--- src/rtl/space_invaders_pkg.sv ---
// Shared types and sizes for the invader game blocks (controller, player, sprite_drawer).
package space_invaders_pkg;

  localparam int NUM_COLS = 20;
  localparam int LINE_W   = 5;
  localparam int COL_W    = 5;
  localparam int ROW_W    = 4;
  localparam int STEP_W   = 24;

  typedef enum logic [1:0] {
    IDLE,
    PLAY,
    WIN,
    LOSE
  } game_state_t;

  // RIGHT marches toward higher column index
  typedef enum logic {
    DIR_RIGHT,
    DIR_LEFT
  } march_dir_t;

  // Number of invaders still alive in the formation
  function automatic logic [COL_W-1:0] popcount_cols(input logic [NUM_COLS-1:0] cols);
    logic [COL_W-1:0] cnt;
    cnt = '0;
    for (int i = 0; i < NUM_COLS; i++) begin
      cnt = cnt + COL_W'(cols[i]);
    end
    return cnt;
  endfunction

endpackage

--- src/rtl/invaders_step_timer.sv ---
// March prescaler: counts while run is high and emits a one-cycle tick every
// period cycles. The period is sampled only while idle or at a wrap so a
// change never truncates a step already in progress.
module invaders_step_timer
  import space_invaders_pkg::*;
(
  input  logic              clk,
  input  logic              rst_n,
  input  logic              run,
  input  logic [STEP_W-1:0] period,
  output logic              tick
);

  logic [STEP_W-1:0] count;
  logic [STEP_W-1:0] period_q;

  assign tick = run && (count == (period_q - STEP_W'(1)));

  // Counter held at zero while not running; wraps and re-latches period on tick
  always_ff @(posedge clk or negedge rst_n) begin
    if (!rst_n) begin
      count    <= '0;
      period_q <= '0;
    end else if (!run) begin
      count    <= '0;
      period_q <= period;
    end else if (tick) begin
      count    <= '0;
      period_q <= period;
    end else begin
      count    <= count + STEP_W'(1);
    end
  end

endmodule

--- src/rtl/invaders_controller.sv ---
// Invader formation sequencer: owns the alive mask and formation line, marches
// the formation on the step tick, detects bullet hits and runs the game FSM.
// Optional feature macro SPEEDUP_EN: march period drops to STEP_DIV/4 once
// four or fewer invaders remain.
module invaders_controller
  import space_invaders_pkg::*;
#(
  parameter logic [NUM_COLS-1:0] INIT_ARRAY = 20'b00101010101010101010,
  parameter logic [LINE_W-1:0]   INIT_LINE  = 5'd2,
  parameter logic [LINE_W-1:0]   LOSE_LINE  = 5'd14,
  parameter logic [STEP_W-1:0]   STEP_DIV   = 24'd6_000_000
) (
  input  logic                clk_12MHz,
  input  logic                reset,
  input  logic                start_debounced,
  input  logic [COL_W-1:0]    bullet_x,
  input  logic [ROW_W-1:0]    bullet_y,
  input  logic                bullet_flying,
  output logic [NUM_COLS-1:0] invaders_array,
  output logic [LINE_W-1:0]   invaders_line,
  output logic                hit,
  output logic                clear,
  output logic                enable,
  output logic                game_over,
  output logic                win
);

  game_state_t         state;
  game_state_t         state_next;
  march_dir_t          dir;
  march_dir_t          next_dir;
  logic                hit_lock;
  logic                tick;
  logic                in_play;
  logic                new_game;
  logic                alive_at_x;
  logic                hit_now;
  logic [NUM_COLS-1:0] hit_mask;
  logic [NUM_COLS-1:0] post_hit;
  logic [NUM_COLS-1:0] next_array;
  logic [LINE_W-1:0]   next_line;
  logic [LINE_W-1:0]   line_down;
  logic [STEP_W-1:0]   period;

  assign in_play  = (state == PLAY);
  assign new_game = (state != PLAY) && start_debounced;

`ifdef SPEEDUP_EN
  assign period = (popcount_cols(invaders_array) <= COL_W'(4)) ? (STEP_DIV >> 2) : STEP_DIV;
`else
  assign period = STEP_DIV;
`endif

  invaders_step_timer u_step_timer (
    .clk    (clk_12MHz),
    .rst_n  (reset),
    .run    (in_play),
    .period (period),
    .tick   (tick)
  );

  // Game state transitions; an empty formation wins over reaching the ship row
  always_comb begin
    state_next = state;
    case (state)
      IDLE: if (start_debounced) state_next = PLAY;
      PLAY: begin
        if (invaders_array == '0) begin
          state_next = WIN;
        end else if (invaders_line >= LOSE_LINE) begin
          state_next = LOSE;
        end
      end
      WIN, LOSE: if (start_debounced) state_next = PLAY;
      default: state_next = IDLE;
    endcase
  end

  // State register plus registered status outputs decoded from the next state
  always_ff @(posedge clk_12MHz or negedge reset) begin
    if (!reset) begin
      state     <= IDLE;
      enable    <= 1'b0;
      game_over <= 1'b0;
      win       <= 1'b0;
    end else begin
      state     <= state_next;
      enable    <= (state_next == PLAY);
      game_over <= (state_next == LOSE);
      win       <= (state_next == WIN);
    end
  end

  // Hit detection, then march on tick applied to the already-hit formation
  always_comb begin
    alive_at_x = 1'b0;
    if (bullet_x < COL_W'(NUM_COLS)) begin
      alive_at_x = invaders_array[bullet_x];
    end
    hit_now = in_play && bullet_flying && !hit_lock &&
              (bullet_y == invaders_line[ROW_W-1:0]) && !invaders_line[LINE_W-1] &&
              alive_at_x;
    hit_mask   = hit_now ? (NUM_COLS'(1) << bullet_x) : '0;
    post_hit   = invaders_array & ~hit_mask;
    line_down  = (invaders_line == '1) ? invaders_line : invaders_line + LINE_W'(1);
    next_array = post_hit;
    next_line  = invaders_line;
    next_dir   = dir;
    if (tick) begin
      if (dir == DIR_RIGHT) begin
        if (post_hit[NUM_COLS-1]) begin
          next_line = line_down;
          next_dir  = DIR_LEFT;
        end else begin
          next_array = post_hit << 1;
        end
      end else begin
        if (post_hit[0]) begin
          next_line = line_down;
          next_dir  = DIR_RIGHT;
        end else begin
          next_array = post_hit >> 1;
        end
      end
    end
  end

  // Formation registers: reloaded on a new game, updated only while playing
  always_ff @(posedge clk_12MHz or negedge reset) begin
    if (!reset) begin
      invaders_array <= INIT_ARRAY;
      invaders_line  <= INIT_LINE;
      dir            <= DIR_RIGHT;
      hit_lock       <= 1'b0;
      hit            <= 1'b0;
      clear          <= 1'b0;
    end else if (new_game) begin
      invaders_array <= INIT_ARRAY;
      invaders_line  <= INIT_LINE;
      dir            <= DIR_RIGHT;
      hit_lock       <= 1'b0;
      hit            <= 1'b0;
      clear          <= 1'b1;
    end else begin
      clear <= 1'b0;
      hit   <= hit_now;
      if (in_play) begin
        invaders_array <= next_array;
        invaders_line  <= next_line;
        dir            <= next_dir;
        if (hit_now) begin
          hit_lock <= 1'b1;
        end else if (!bullet_flying) begin
          hit_lock <= 1'b0;
        end
      end
    end
  end

endmodule

--- config.mk ---
export PLATFORM = sky130hd
export DESIGN_NAME = invaders_controller
export DESIGN_NICKNAME = d
export VERILOG_FILES = /design/src/rtl/space_invaders_pkg.sv /design/src/rtl/invaders_step_timer.sv /design/src/rtl/invaders_controller.sv
export SDC_FILE = /design/constraint.sdc
export NUM_CORES = 1
export LEC_CHECK = 0
export BUFFER_PORTS_ARGS = -buffer_cell sky130_fd_sc_hd__clkbuf_2
export CORE_MARGIN = 3
export CORE_UTILIZATION = 50
export DETAILED_ROUTE_END_ITERATION = 16
export PLACE_DENSITY = 0.7
export SLEW_MARGIN = 20
export SYNTH_ARGS = -nofsm -noshare
export SYNTH_HDL_FRONTEND = slang
export SYNTH_SLANG_ARGS = --single-unit
--- constraint.sdc ---
create_clock -name clk_12MHz -period 6.6 [get_ports clk_12MHz]
set_clock_uncertainty 0.1 [all_clocks]
set_input_delay 0.66 -clock clk_12MHz [delete_from_list [all_inputs] [get_ports clk_12MHz]]
set_output_delay 0.66 -clock clk_12MHz [all_outputs]
set_load 0.005 [all_outputs]
* Word-level counts from Yosys, hierarchy flattened *
Cells that the tools add are included.

storage, ports and cells
  register bits = 82
  word-level logic and storage cells = 89

operators by class
  add/sub/neg operators = 3
  $lt $le $gt $ge = 3
  eq/ne operators = 13
  shifts and indexed selects = 1
  mux-type cells = 37
  bitwise operators = 2
  reduce and logical (&&, ||, !) cells = 18

operators with widths
  cell                   number
  $mux 20                7
  $mux 24                4
  $mux 5                 7
  $add 24x1->24 const B  1
  $eq 24x24->1           1
  $sub 24x1->24 const B  1
  $and 20x20->20         1
  $logic_not 20->1       1
  $not 20->20            1
  $shl 1x5->20 const A   1
  $mux 1                 14
  $eq 2x2->1 const B     4
  $logic_and 1x1->1      7
  $lt 5x6->1 const B     1
  $mux 2                 3
  $ne 3x1->1 const B     2
  $add 5x1->5 const B    1
  $bmux 1 s5             1
  $eq 5x5->1 const B     1
  $ge 5x4->1 const B     1
  $lt 5x5->1 const B     1
  $eq 2x1->1 const B     2
  $eq 4x4->1             1
  $pmux 2 s2             1
  9 further kinds        12

* Logic depth before layout (Yosys ltp) *
Gate-level depths: netlist of run 1.

  depth after elaboration = 14
  depth in mapped cells = 10

* By module *
A second synthesis of run 1 with hierarchy kept.

unflattened totals
  cell total of the unflattened synthesis = 544
  area total of the unflattened synthesis = 5370.2 um^2

modules (own cells, without submodules)
  module               instances  cells an instance  area each (um^2)
  invaders_step_timer  1          289                3006.6
  invaders_controller  1          255                2363.5

* Worst setup path after synthesis of run 1 *
Ideal clock, no wire load.

  path kind = input to register
  start point = input port bullet_x[2]
  end point = register invaders_array[3]
  arrival = 2.503 ns
  slack = 3.915 ns
  stages = 9
  buffers on the path = 2
  cell sequence = buf_6 > or3b_4 > or3_4 > o32ai_4 > nand2b_1 > buf_6 > o21ai_2 > o21bai_1 > a22oi_1

between the ends
  longest elaborated chain between the ends = 12
  elaborated cells on any way between the ends = 15
  those cells by class = order compare (1); shift (1); mux (10); bitwise (2); reduce/logical (1)

ends and longest elaborated chain
  item                               RTL line                                                text
  from (decl)                        invaders_controller.sv:16                               input logic [COL_W-1:0] bullet_x,
  $bmux 1 s5                         invaders_controller.sv:98                               alive_at_x = invaders_array[bullet_x];
  $mux 1 (implied by the code)       invaders_controller.sv:98
  $mux 1                             invaders_controller.sv:97                               if (bullet_x < COL_W'(NUM_COLS)) begin
  $logic_and 1x1->1                  invaders_controller.sv:101                              (bullet_y == invaders_line[ROW_W-1:0]) && !invaders_line[LINE_W-1] &&
  $mux 20 *                          invaders_controller.sv:103                              hit_mask = hit_now ? (NUM_COLS'(1) << bullet_x) : '0;
  $not 20->20 *                      invaders_controller.sv:104                              post_hit = invaders_array & ~hit_mask;
  $and 20x20->20 *                   invaders_controller.sv:104
  $mux 20, on equally long branches  invaders_controller.sv:111, invaders_controller.sv:118
  $mux 20                            invaders_controller.sv:110                              if (dir == DIR_RIGHT) begin
  $mux 20 *                          invaders_controller.sv:109                              if (tick) begin
  $mux 20 *                          invaders_controller.sv:147                              if (in_play) begin
  $mux 20 *                          invaders_controller.sv:137                              end else if (new_game) begin
  to (signal assigned)               invaders_controller.sv:148                              invaders_array <= next_array;
  to (decl)                          invaders_controller.sv:19                               output logic [NUM_COLS-1:0] invaders_array,

Mark *: on every way between the ends. The rest lies on a longest branch, timed or not. The select of a mux whose other input is x is not followed.
A chain may end at the register's enable or synchronous reset.

* Worst setup path after layout of run 1 *
  start point = register state[0]
  end point = register invaders_array[4]

between the ends
  longest elaborated chain between the ends = 14
  elaborated cells on any way between the ends = 19
  those cells by class = eq/ne (2); mux (7); bitwise (2); reduce/logical (8)

ends and longest elaborated chain
  item                               RTL line                                                text
  from (decl)                        invaders_controller.sv:28                               game_state_t state;
  from (signal assigned)             invaders_controller.sv:87                               state <= state_next;
  $eq 2x1->1                         invaders_controller.sv:45                               assign in_play = (state == PLAY);
  $logic_and 1x1->1 (3 in series)    invaders_controller.sv:100                              hit_now = in_play && bullet_flying && !hit_lock &&
  $logic_and 1x1->1 (2 in series)    invaders_controller.sv:101
  $mux 20                            invaders_controller.sv:103
  $not 20->20                        invaders_controller.sv:104
  $and 20x20->20                     invaders_controller.sv:104
  $mux 20, on equally long branches  invaders_controller.sv:111, invaders_controller.sv:118
  $mux 20                            invaders_controller.sv:110
  $mux 20                            invaders_controller.sv:109
  $mux 20                            invaders_controller.sv:147
  $mux 20                            invaders_controller.sv:137

Parallel ways exist; a longest one is shown, timed or not. The select of a mux whose other input is x is not followed.

==> results of run 1 <==
-- kinds of logic (layout without fill, tap and decap cells) --
logic type / count (synthesis) / after routing
xor gates and xnor gates: 28 / 28
AOI/OAI and AO/OA: 102 / 102
adders and majority gates: 4 / 4
and+or+nand+nor: 182 / 182
buffers and inverters: 33 / 70
muxes: 15 / 15
DFF: 59 / 59
-- routing by layer --
layer	vias to the layer above	global-route usage	wire, µm
met5	-	0	0
met4	0	0.101	267
met3	27	0.0668	808
met2	158	0.390	4830
met1	1672	0.326	4400
li1	1616	-	-
-- flip-flops by register name, summed over array words and instances (netlist names) --
register,cells
hit_lock,1
invaders_array,20
game_over,1
win,1
clear,1
hit,1
u_step_timer.period_q,1
state,2
invaders_line,5
dir,1
enable,1
u_step_timer.count,24
-- synthesized netlist by cell type, types with 7 or more instances --
| library cell | instances |
|---|---|
| buf_2 | 7 |
| dfrtp_1 | 49 |
| nand3_1 | 20 |
| nand2_1 | 42 |
| o21ai_0 | 11 |
| inv_1 | 11 |
| nor4_1 | 7 |
| nor3_1 | 9 |
| mux2i_1 | 10 |
| xnor2_1 | 17 |
| a21oi_1 | 13 |
| dfstp_2 | 10 |
| clkbuf_1 | 8 |
| xor2_1 | 11 |
| and3_1 | 9 |
| o21ai_1 | 11 |
| nor2_1 | 49 |
-- power by group --
group / internal, mW / switching [mW]
Clock: 0.193 / 0.140
Combinational: 0.0567 / 0.0750
Sequential: 0.394 / 0.0330
-- final cells by class --
class | count | area [µm²] | share of cell area
sequential | 59 | 1490 | 0.351
inverter | 12 | 45.0 | 0.0106
clock buffer | 13 | 159 | 0.0375
clock inverter | 2 | 35.0 | 0.00826
timing repair buffer | 43 | 218 | 0.0514
tap | 99 | 124 | 0.0292
multi-input combinational | 331 | 2170 | 0.512
-- metrics by stage --
| stage | cells | hold WS (ps) |
|---|---|---|
| floorplan | 423 | 264 |
| global placement | 544 | 362 |
| detailed placement | 544 | 378 |
| CTS | 559 | 386 |
| global route | 559 | 424 |
| finish | 559 | 357 |
-- layout by cell type (no fill, tap or decap), types with 3 or more instances in the layout --
master	n
nand4_1	6
a21oi_1	13
nor3_1	9
clkbuf_2	42
nand2_2	3
xor2_1	11
mux2i_1	10
a22oi_1	6
nor2_1	49
nand3_1	20
and3_1	9
o211ai_1	3
clkbuf_8	11
inv_1	11
or4_1	3
o21ai_0	11
nand2b_1	6
a21o_1	3
xnor2_1	17
or3_1	3
nor4_1	7
o21a_1	6
and4_1	4
dfstp_2	10
o211a_1	4
o21ai_1	11
o22ai_1	6
dfrtp_1	49
nand2_1	41
a31oi_1	4
nor2b_1	4
ha_1	4
-- worst max-delay path by stage --
stage | from | end | slack (ps) | cells after the start
global route | state[0] | invaders_array[4] | 3010 | 6
finish | state[0] | invaders_array[4] | 3250 | 6
CTS | state[0] | invaders_array[4] | 3360 | 6
detailed placement | bullet_flying | invaders_array[4] | 3270 | 7
floorplan | bullet_x[2] | invaders_array[3] | 3910 | 9
global placement | bullet_flying | invaders_array[4] | 3270 | 7
==> run summary, run 1 <==
Via density: 6.21
# IOs: 43
worst reg2reg endpoint: invaders_array[4]
Hold Path Class: in2async
CTS tree: done
post-synthesis sequential area ratio: 0.390
antenna violations before repair: 0
Compound-Gate Fraction of Synth Area: 0.201
CP peak stage delay: 750 ps
routed len/inst: 18.4 µm
CTS Buffer Depth: 2
largest family of logic cells by synthesized area: simple AND/OR/NAND/NOR gates
Power Dens Cells: 210 nW/µm²
Num CTS Buffers: 9
CP Buf/Inv Count: 0
synth warn: 0
pin count of the biggest net entering global routing: 60
syn_nets: 440
Period Utilization, post-route: 0.508
DP Area: 4040 µm²
share of layout cells above drive strength 1: 0.185
GPL Wtd Cong: 0.933
Port Buffers: 42
Die Span Y: 93.4 µm
Layout area overhead: 11.1%
CTS resizes: 0
top cell type by total area after synthesis: dfrtp_1
Mapped Cells: 423
Worst-path clk slew: 60 ps
Post-Synth Simple-Gate Area: 0.243
largest cells by area after synthesis: dfrtp_1 (32%), dfstp_2 (6.9%), nor2_1 (4.8%)
CP max-delay cell: a31o_1
total grt overflow: 0
Antenna Nets Post-Route: 0
dpl ws: 3270 ps
Adder-Cell Fraction of Synth Area: 0.0131
Max Fclk: 298 MHz
Final Util: 0.578
CTS H-tree depth: 3
commonest register cell after synthesis: dfrtp_1
distinct cell type count of the synthesized netlist: 75
worst-case reg-to-reg path depth: 6
MaxCap Viol Count: 0
CP top delay family: simple AND/OR/NAND/NOR gates
RSZ-0062 raised after global routing: false
R2R Path Start: state[0]
Max VDD drop: 0.000110 V
DR iter-0 viols: 349
final count of hold timing violations: 0
Fillers: 674
max-slew violations: 0
worst-path cell chain: nor2b_1 > nand2_2 > nor4_1 > a31o_1 > mux2_2 > o31ai_1
syn_area_per_cell: 9.02 µm²
Sink Count: 59
final instance area: 4240 µm²
critical path data arrival time: 3500 ps
Worst Tran Pin Value: 921 ps
number of global-route vias before repair: 3332
Setup-failing EPs final: 0
crit path launch type: flop
gr usage total: 0.249
post-CTS setup buffers: 0
clock root buffer: clkbuf_8
worst-skew pair later-pin latency: 340 ps
Synth Area in XOR/XNOR: 0.0643
crit path time final: 3350 ps
die width: 93.4 µm
Via Count: 3473
CP Class: reg2reg
first-pass GRT wire length: 16.9 mm
Residual DRC: 0
synthesized area: 3810 µm²
total leakage power: 1.91 nW
number of synthesized register bits: 59
Layout Nets: 473
Rows: 31
Initial Util: 0.520
overall power: 891 µW
CP endpoint kind: flop
cts hold-fix bufs: 0
Crit path required time: 6750 ps
top cell type's share of synthesized area: 0.321
WL final: 10.3 mm
Critical Path Fanout Max: 19
TritonRoute pass-1 iters: 5
diode count: 0
multiplexer area fraction after synthesis: 0.0469
async set-reset flop share out of synthesis: 1.00
relative slew slack: 0.386
Core Area: 7330 µm²
post-route worst setup slack: 3250 ps
EDFF count, synth: 0
Fin Setup TNS: 0 ps
Final HPWL DP: 7.19 mm
outcome: finished clean
R2R setup slack: 3250 ps
die footprint: 8710 µm²
Note: power is estimated with default switching activity, not from simulation.
==> run 2, diff against run 1 <==
--- a/config.mk
+++ b/config.mk
@@ -5,11 +5,12 @@
 export SDC_FILE = /design/constraint.sdc
 export NUM_CORES = 1
 export LEC_CHECK = 0
+export ABC_AREA = 1
 export BUFFER_PORTS_ARGS = -buffer_cell sky130_fd_sc_hd__clkbuf_2
 export CORE_MARGIN = 3
 export CORE_UTILIZATION = 50
 export DETAILED_ROUTE_END_ITERATION = 16
-export PLACE_DENSITY = 0.7
+export PLACE_DENSITY = 0.72
 export SLEW_MARGIN = 20
 export SYNTH_ARGS = -nofsm -noshare
 export SYNTH_HDL_FRONTEND = slang
==> constraint.sdc (replaced) <==
create_clock -name clk_12MHz -period 3 [get_ports clk_12MHz]
set_clock_uncertainty 0.1 [all_clocks]
set_input_delay 0.3 -clock clk_12MHz [delete_from_list [all_inputs] [get_ports clk_12MHz]]
set_output_delay 0.3 -clock clk_12MHz [all_outputs]
set_load 0.005 [all_outputs]
==> run 2 against run 1 <==
Via count increased by 29%. Design area increased by 15%. Global-route usage decreased by 0.094 points. Sequential power increased to 2.5 times the previous value. Critical path depth increased by 7. Clock-buffer cell count decreased by 2. Highest routed layer unchanged.
==> run summary, run 2 <==
outcome: finished clean
CTS tree: done
Worst Setup EP: invaders_array[8]
Antenna Nets Post-Route: 0
routed len/inst: 14.6 µm
syn_area_per_cell: 6.64 µm²
worst-path cell chain: inv_1 > nand2_1 > nand2_1 > nor2_2 > nand3_2 > a21oi_4 > nand3_1 > nand2_1 > inv_1 > o21ai_0 > nand2_1 > nand3_1 > nand2_1
Port Buffers: 42
largest cells by area after synthesis: dfrtp_1 (28%), nand2_1 (17%), nand3_1 (8.5%)
Synth top cells by count: nand2_1 (197), inv_1 (81), nor2_1 (76)
Mapped Cells: 668
Fin Setup TNS: 0 ps
DR iter-0 viols: 328
Power Dens Cells: 574 nW/µm²
relative slew slack: 0.279
Core Area: 8420 µm²
CP peak stage delay: 600 ps
syn_nets: 685
Crit path required time: 3140 ps
Via density: 5.54
Layout Nets: 718
number of global-route vias before repair: 4172
combinational share of power: 0.339
worst-skew pair later-pin latency: 350 ps
overall power: 2.79 mW
max-slew violations: 0
Largest regs: u_step_timer.count (24), invaders_array (20), invaders_line (5)
sequential share of power: 0.389
# IOs: 43
GPL Wtd Cong: 0.910
switching power: 1.13 mW
Setup-failing EPs final: 0
most frequent cells in the layout: nand2_1 (197), inv_1 (81), nor2_1 (76)
crit path time final: 2480 ps
synthesized area: 4440 µm²
Sink Count: 59
top cell type's share of synthesized area: 0.276
Max Fclk: 402 MHz
most flop-heavy register: u_step_timer.count
worst-case reg-to-reg path depth: 13
Setup crit start: invaders_line[1]
Critical Path Fanout Max: 18
crit path launch type: flop
Max VDD drop: 0.000289 V
pin count of the biggest net entering global routing: 40
CP max-delay cell: dfstp_2
CTS resizes: 0
Rows: 33
antenna violations before repair: 0
Die Span Y: 100 µm
distinct cell type count of the synthesized netlist: 44
die footprint: 10000 µm²
synth warn: 0
CP Class: reg2reg
total leakage power: 2.46 nW
Worst-path clk slew: 70 ps
Clock power frac: 0.272
MaxCap Viol Count: 0
Final HPWL DP: 8.55 mm
post-synthesis sequential area ratio: 0.336
Finished Layout Cells: 811
commonest register cell after synthesis: dfrtp_1
CP endpoint kind: flop
diode count: 0
Residual DRC: 0
CTS Buffer Depth: 2
async set-reset flop share out of synthesis: 1.00
number of synthesized register bits: 59
Worst Tran Pin Value: 1080 ps
clock root buffer: clkbuf_8
share of layout cells above drive strength 1: 0.146
post-CTS setup buffers: 0
RSZ-0062 raised after global routing: false
critical path data arrival time: 2620 ps
Via Count: 4492
Initial Util: 0.527
Layout area overhead: 9.64%
worst reg2reg endpoint: invaders_array[8]
Hold Path Class: in2reg
Period Utilization, post-route: 0.828
dominant cell by count in the synthesized netlist: nand2_1
R2R Path Start: invaders_line[1]
die width: 100 µm
Num CTS Buffers: 9
Sw Share: 0.405
Most common cell on crit path: nand2_1
max reg flops: 24
TritonRoute pass-1 iters: 5
WL final: 11.8 mm
final count of hold timing violations: 0
Int Power: 1.66 mW
gr usage total: 0.248
top cell type by total area after synthesis: dfrtp_1
most common cell after layout, fill and taps aside: nand2_1
R2R setup slack: 520 ps
EDFF count, synth: 0
CTS H-tree depth: 3
total grt overflow: 0
first-pass GRT wire length: 20.1 mm
Placed Cells incl. Taps: 794
==> run 2: cell count changes after synthesis, moves of 5 or more <==
| cell | previous run | this run |
|---|---|---|
| a21oi_1 | 13 | 18 |
| and3_1 | 9 | 0 |
| inv_1 | 11 | 81 |
| mux2i_1 | 10 | 0 |
| nand2_1 | 42 | 197 |
| nand2b_1 | 6 | 0 |
| nand3_1 | 20 | 75 |
| nand3_2 | 0 | 5 |
| nand4_1 | 6 | 17 |
| nor2_1 | 49 | 76 |
| o21a_1 | 6 | 1 |
| o21ai_0 | 11 | 23 |
| xnor2_1 | 17 | 3 |
==> run 2: repair_timing <==
item	CTS	global route
endpoints found under the hold margin	18	0
hold buffers	1	0
setup endpoints to repair	0	0
==> run 2: worst max-delay path: cells and delay by family (launching register included) <==
family / cells / cell delay [ps]
buffers and inverters: 2 / 160
AO/OA/AOI/OAI: 2 / 560
AND/OR/NAND/NOR: 9 / 960
flip-flops: 1 / 600
==> run 2: worst min-delay path by stage <==
stage               startpoint  cells past startpoint  slack (ps)  endpoint
3_5_place_dp             reset                      1         200       win
6_report       start_debounced                      3         100     clear
2_1_floorplan            reset                      0        -100     clear
4_1_cts        start_debounced                      3         100     clear
5_1_grt        start_debounced                      3         140     clear
3_3_place_gp             reset                      1         210    enable
==> run 2: cell families after synthesis <==
kind of cell,after synthesis,synth area share
XOR/XNOR,15,0.0296
AO/OA/AOI/OAI,73,0.0970
flip-flops,59,0.336
adder cells (fa/ha/maj),4,0.0113
buffers and inverters,112,0.111
AND/OR/NAND/NOR,405,0.415
==> run 2: metal layers <==
| metal | up-vias | track usage | share of wire | routed length, µm |
|---|---|---|---|---|
| met5 | - | 0 | 0 | 0 |
| met4 | 0 | 0.102 | 0.021 | 246 |
| met3 | 23 | 0.0361 | 0.067 | 795 |
| met2 | 176 | 0.400 | 0.47 | 5530 |
| met1 | 2070 | 0.335 | 0.44 | 5240 |
| li1 | 2223 | - | - | - |
==> run 2: metrics by stage <==
stage          cell area, µm²  utilization  hold slack (ps)  worst slack [ps]
3_3_place_gp             4650        0.552              206               569
4_1_cts                  4860        0.578             96.5               561
2_1_floorplan            4440            -            -95.6               955
6_report                 4860        0.578              103               515
3_5_place_dp             4650        0.552              203               554
5_1_grt                  4860        0.578              135               290
==> run 2: power groups by stage <==
stage / clock network, mW / logic [mW] / registers (mW)
after global placement: 0 / 0.917 / 1.09
final: 0.759 / 0.947 / 1.08
after global routing: 0.806 / 1.07 / 1.11
after floorplan: 0 / 0.694 / 1.06
after CTS: 0.768 / 0.942 / 1.08
after detailed placement: 0 / 0.934 / 1.10
==> run 2: final cells by class <==
| class | count | area (µm²) |
|---|---|---|
| clock inverter | 5 | 61.3 |
| sequential | 59 | 1490 |
| inverter | 85 | 322 |
| clock buffer | 11 | 141 |
| tap | 105 | 131 |
| fill | 835 | 3560 |
| timing repair buffer | 49 | 265 |
| multi-input combinational | 497 | 2450 |
==> run 3, diff against run 2 <==
--- a/config.mk
+++ b/config.mk
@@ -5,12 +5,12 @@
 export SDC_FILE = /design/constraint.sdc
 export NUM_CORES = 1
 export LEC_CHECK = 0
-export ABC_AREA = 1
+export ABC_AREA = 0
 export BUFFER_PORTS_ARGS = -buffer_cell sky130_fd_sc_hd__clkbuf_2
 export CORE_MARGIN = 3
 export CORE_UTILIZATION = 50
 export DETAILED_ROUTE_END_ITERATION = 16
-export PLACE_DENSITY = 0.72
+export PLACE_DENSITY = 0.73
 export SLEW_MARGIN = 20
 export SYNTH_ARGS = -nofsm -noshare
 export SYNTH_HDL_FRONTEND = slang
==> constraint.sdc (replaced) <==
create_clock -name clk_12MHz -period 2.1 [get_ports clk_12MHz]
set_clock_uncertainty 0.1 [all_clocks]
set_input_delay 0.21 -clock clk_12MHz [delete_from_list [all_inputs] [get_ports clk_12MHz]]
set_output_delay 0.21 -clock clk_12MHz [all_outputs]
set_load 0.005 [all_outputs]
==> run 3 against run 2 <==
Sequential power up 21%. Largest cell class unchanged. The run now ends with setup timing left. Clock power up 57%. Core utilization grew 18 points. Sequential share of layout area fell by 4.0 points.
==> run summary, run 3 (synthesis results as in run 1) <==
CTS tree: done
post-route worst setup slack: -317 ps
Port Buffers: 42
Crit path required time: 2230 ps
overall power: 3.23 mW
most frequent cells in the layout: buf_4 (110), dfrtp_1 (49), nor2_1 (46)
die width: 93.4 µm
CP peak stage delay: 560 ps
Period Utilization, post-route: 1.15
Fillers: 480
Max Fclk: 414 MHz
clock root buffer: clkbuf_8
CP max-delay cell: dfstp_2
Layout Nets: 591
most flop-heavy register: u_step_timer.count
Fin Setup TNS: -5030 ps
most common cell after layout, fill and taps aside: buf_4
first-pass GRT wire length: 20.6 mm
worst-path cell chain: xnor2_2 > nand4_4 > or2_4 > o31ai_4 > mux2_2 > nor3_1 > a311o_1
Power Dens Cells: 579 nW/µm²
CP Class: reg2reg
Largest regs: u_step_timer.count (24), invaders_array (20), invaders_line (5)
Sink Count: 59
WL final: 13.1 mm
failing checks: setup timing
Layout area overhead: 46.4%
diode count: 0
R2R setup slack: -320 ps
share of layout cells above drive strength 1: 0.451
Final Util: 0.762
Num CTS Buffers: 9
total grt overflow: 0
# IOs: 43
Finished Layout Cells: 678
Critical Path Fanout Max: 7
pin count of the biggest net entering global routing: 24
Die Span Y: 93.4 µm
CTS H-tree depth: 3
worst-skew pair later-pin latency: 350 ps
max-slew violations: 0
Worst Tran Pin Value: 470 ps
DR iter-0 viols: 565
Worst-path clk slew: 90 ps
Initial Util: 0.520
Rows: 31
GPL Wtd Cong: 0.952
gr usage total: 0.304
Setup-failing EPs final: 25
outcome: finished, violations left
worst hold slack: 78.1 ps
Residual DRC: 0
RSZ-0062 raised after global routing: true
antenna violations before repair: 0
crit path launch type: flop
Antenna Nets Post-Route: 0
Hold Path Class: in2reg
Via density: 6.17
CTS Buffer Depth: 2
relative slew slack: 0.687
routed len/inst: 19.3 µm
Via Count: 4186
Core Area: 7330 µm²
CP endpoint kind: flop
TritonRoute pass-1 iters: 8
MaxCap Viol Count: 0
final count of hold timing violations: 0
critical path data arrival time: 2540 ps
Final HPWL DP: 9.33 mm
Max VDD drop: 0.000445 V
max reg flops: 24
die footprint: 8710 µm²
Placed Cells incl. Taps: 651
number of global-route vias before repair: 4078
crit path time final: 2420 ps
total leakage power: 2.64 nW
run 3: cell count changes in the layout (fill, tap and decap cells not counted), moves of 7 or more:
cell     before  now
nor2_1       76   46
nand4_1      17    6
nand2_1     197   39
and3_1        0    9
buf_4         6  110
inv_1        81   10
o21ai_0      23    6
nand3_1      75   17
mux2i_1       0    9
xnor2_1       3   14
buf_6         0    7
a21oi_1      18   11
run 3: where the power goes:
group / switching, mW / internal [mW] / leakage, nW
Clock: 0.515 / 0.676 / 0.110
Combinational: 0.383 / 0.349 / 1.77
Sequential: 0.0742 / 1.24 / 0.756
Total: 0.973 / 2.26 / 2.64
run 3: worst max-delay path, delay by kind of cell, from the launching register on:
family          cells  cell delay, ps
mux                 1             220
simple gates        3             590
xor+xnor            1             140
flops               1             560
compound gates      2             680
run 3: final timing paths:
kind / startpoint / end / cells after the start
max reg2reg: invaders_line[1] / invaders_array[8] / 7
min reg2reg: hit_lock / hit_lock / 1
max in group asynchronous: reset / invaders_array[7] / 3
min in group asynchronous: reset / invaders_line[3] / 2
max: invaders_line[1] / invaders_array[8] / 7
min: start_debounced / enable / 3
run 3: stage by stage:
stage | cell area (µm²) | setup slack, ps
4_1_cts | 5370 | -265
2_1_floorplan | 3950 | -223
6_report | 5590 | -317
5_1_grt | 5590 | -436
3_3_place_gp | 4970 | -283
3_5_place_dp | 4970 | -295
run 3: layer usage:
metal | vias up | GRT usage | part of all wire
met5 | - | 0 | 0
met4 | 0 | 0.104 | 0.029
met3 | 49 | 0.0708 | 0.088
met2 | 262 | 0.479 | 0.48
met1 | 2012 | 0.411 | 0.41
li1 | 1863 | - | -
run 3: area by class of cell:
cell class	count	area (µm²)	area share
multi-input cells	331	2560	0.458
repair buffers	161	1140	0.205
flip-flops and latches	59	1490	0.267
well taps	99	124	0.0222
clock buffers	9	124	0.0222
inverters	12	45.0	0.00806
clock inverters	7	98.8	0.0177
run 3: repair_timing:
action / in CTS / in global routing
gates resized for setup: 23 / 40
endpoints found under the hold margin: 17 / 0
buffers inserted: 8 / 3
setup endpoints to repair: 26 / 50
hold buffers: 1 / 0
pin swaps: 8 / 13
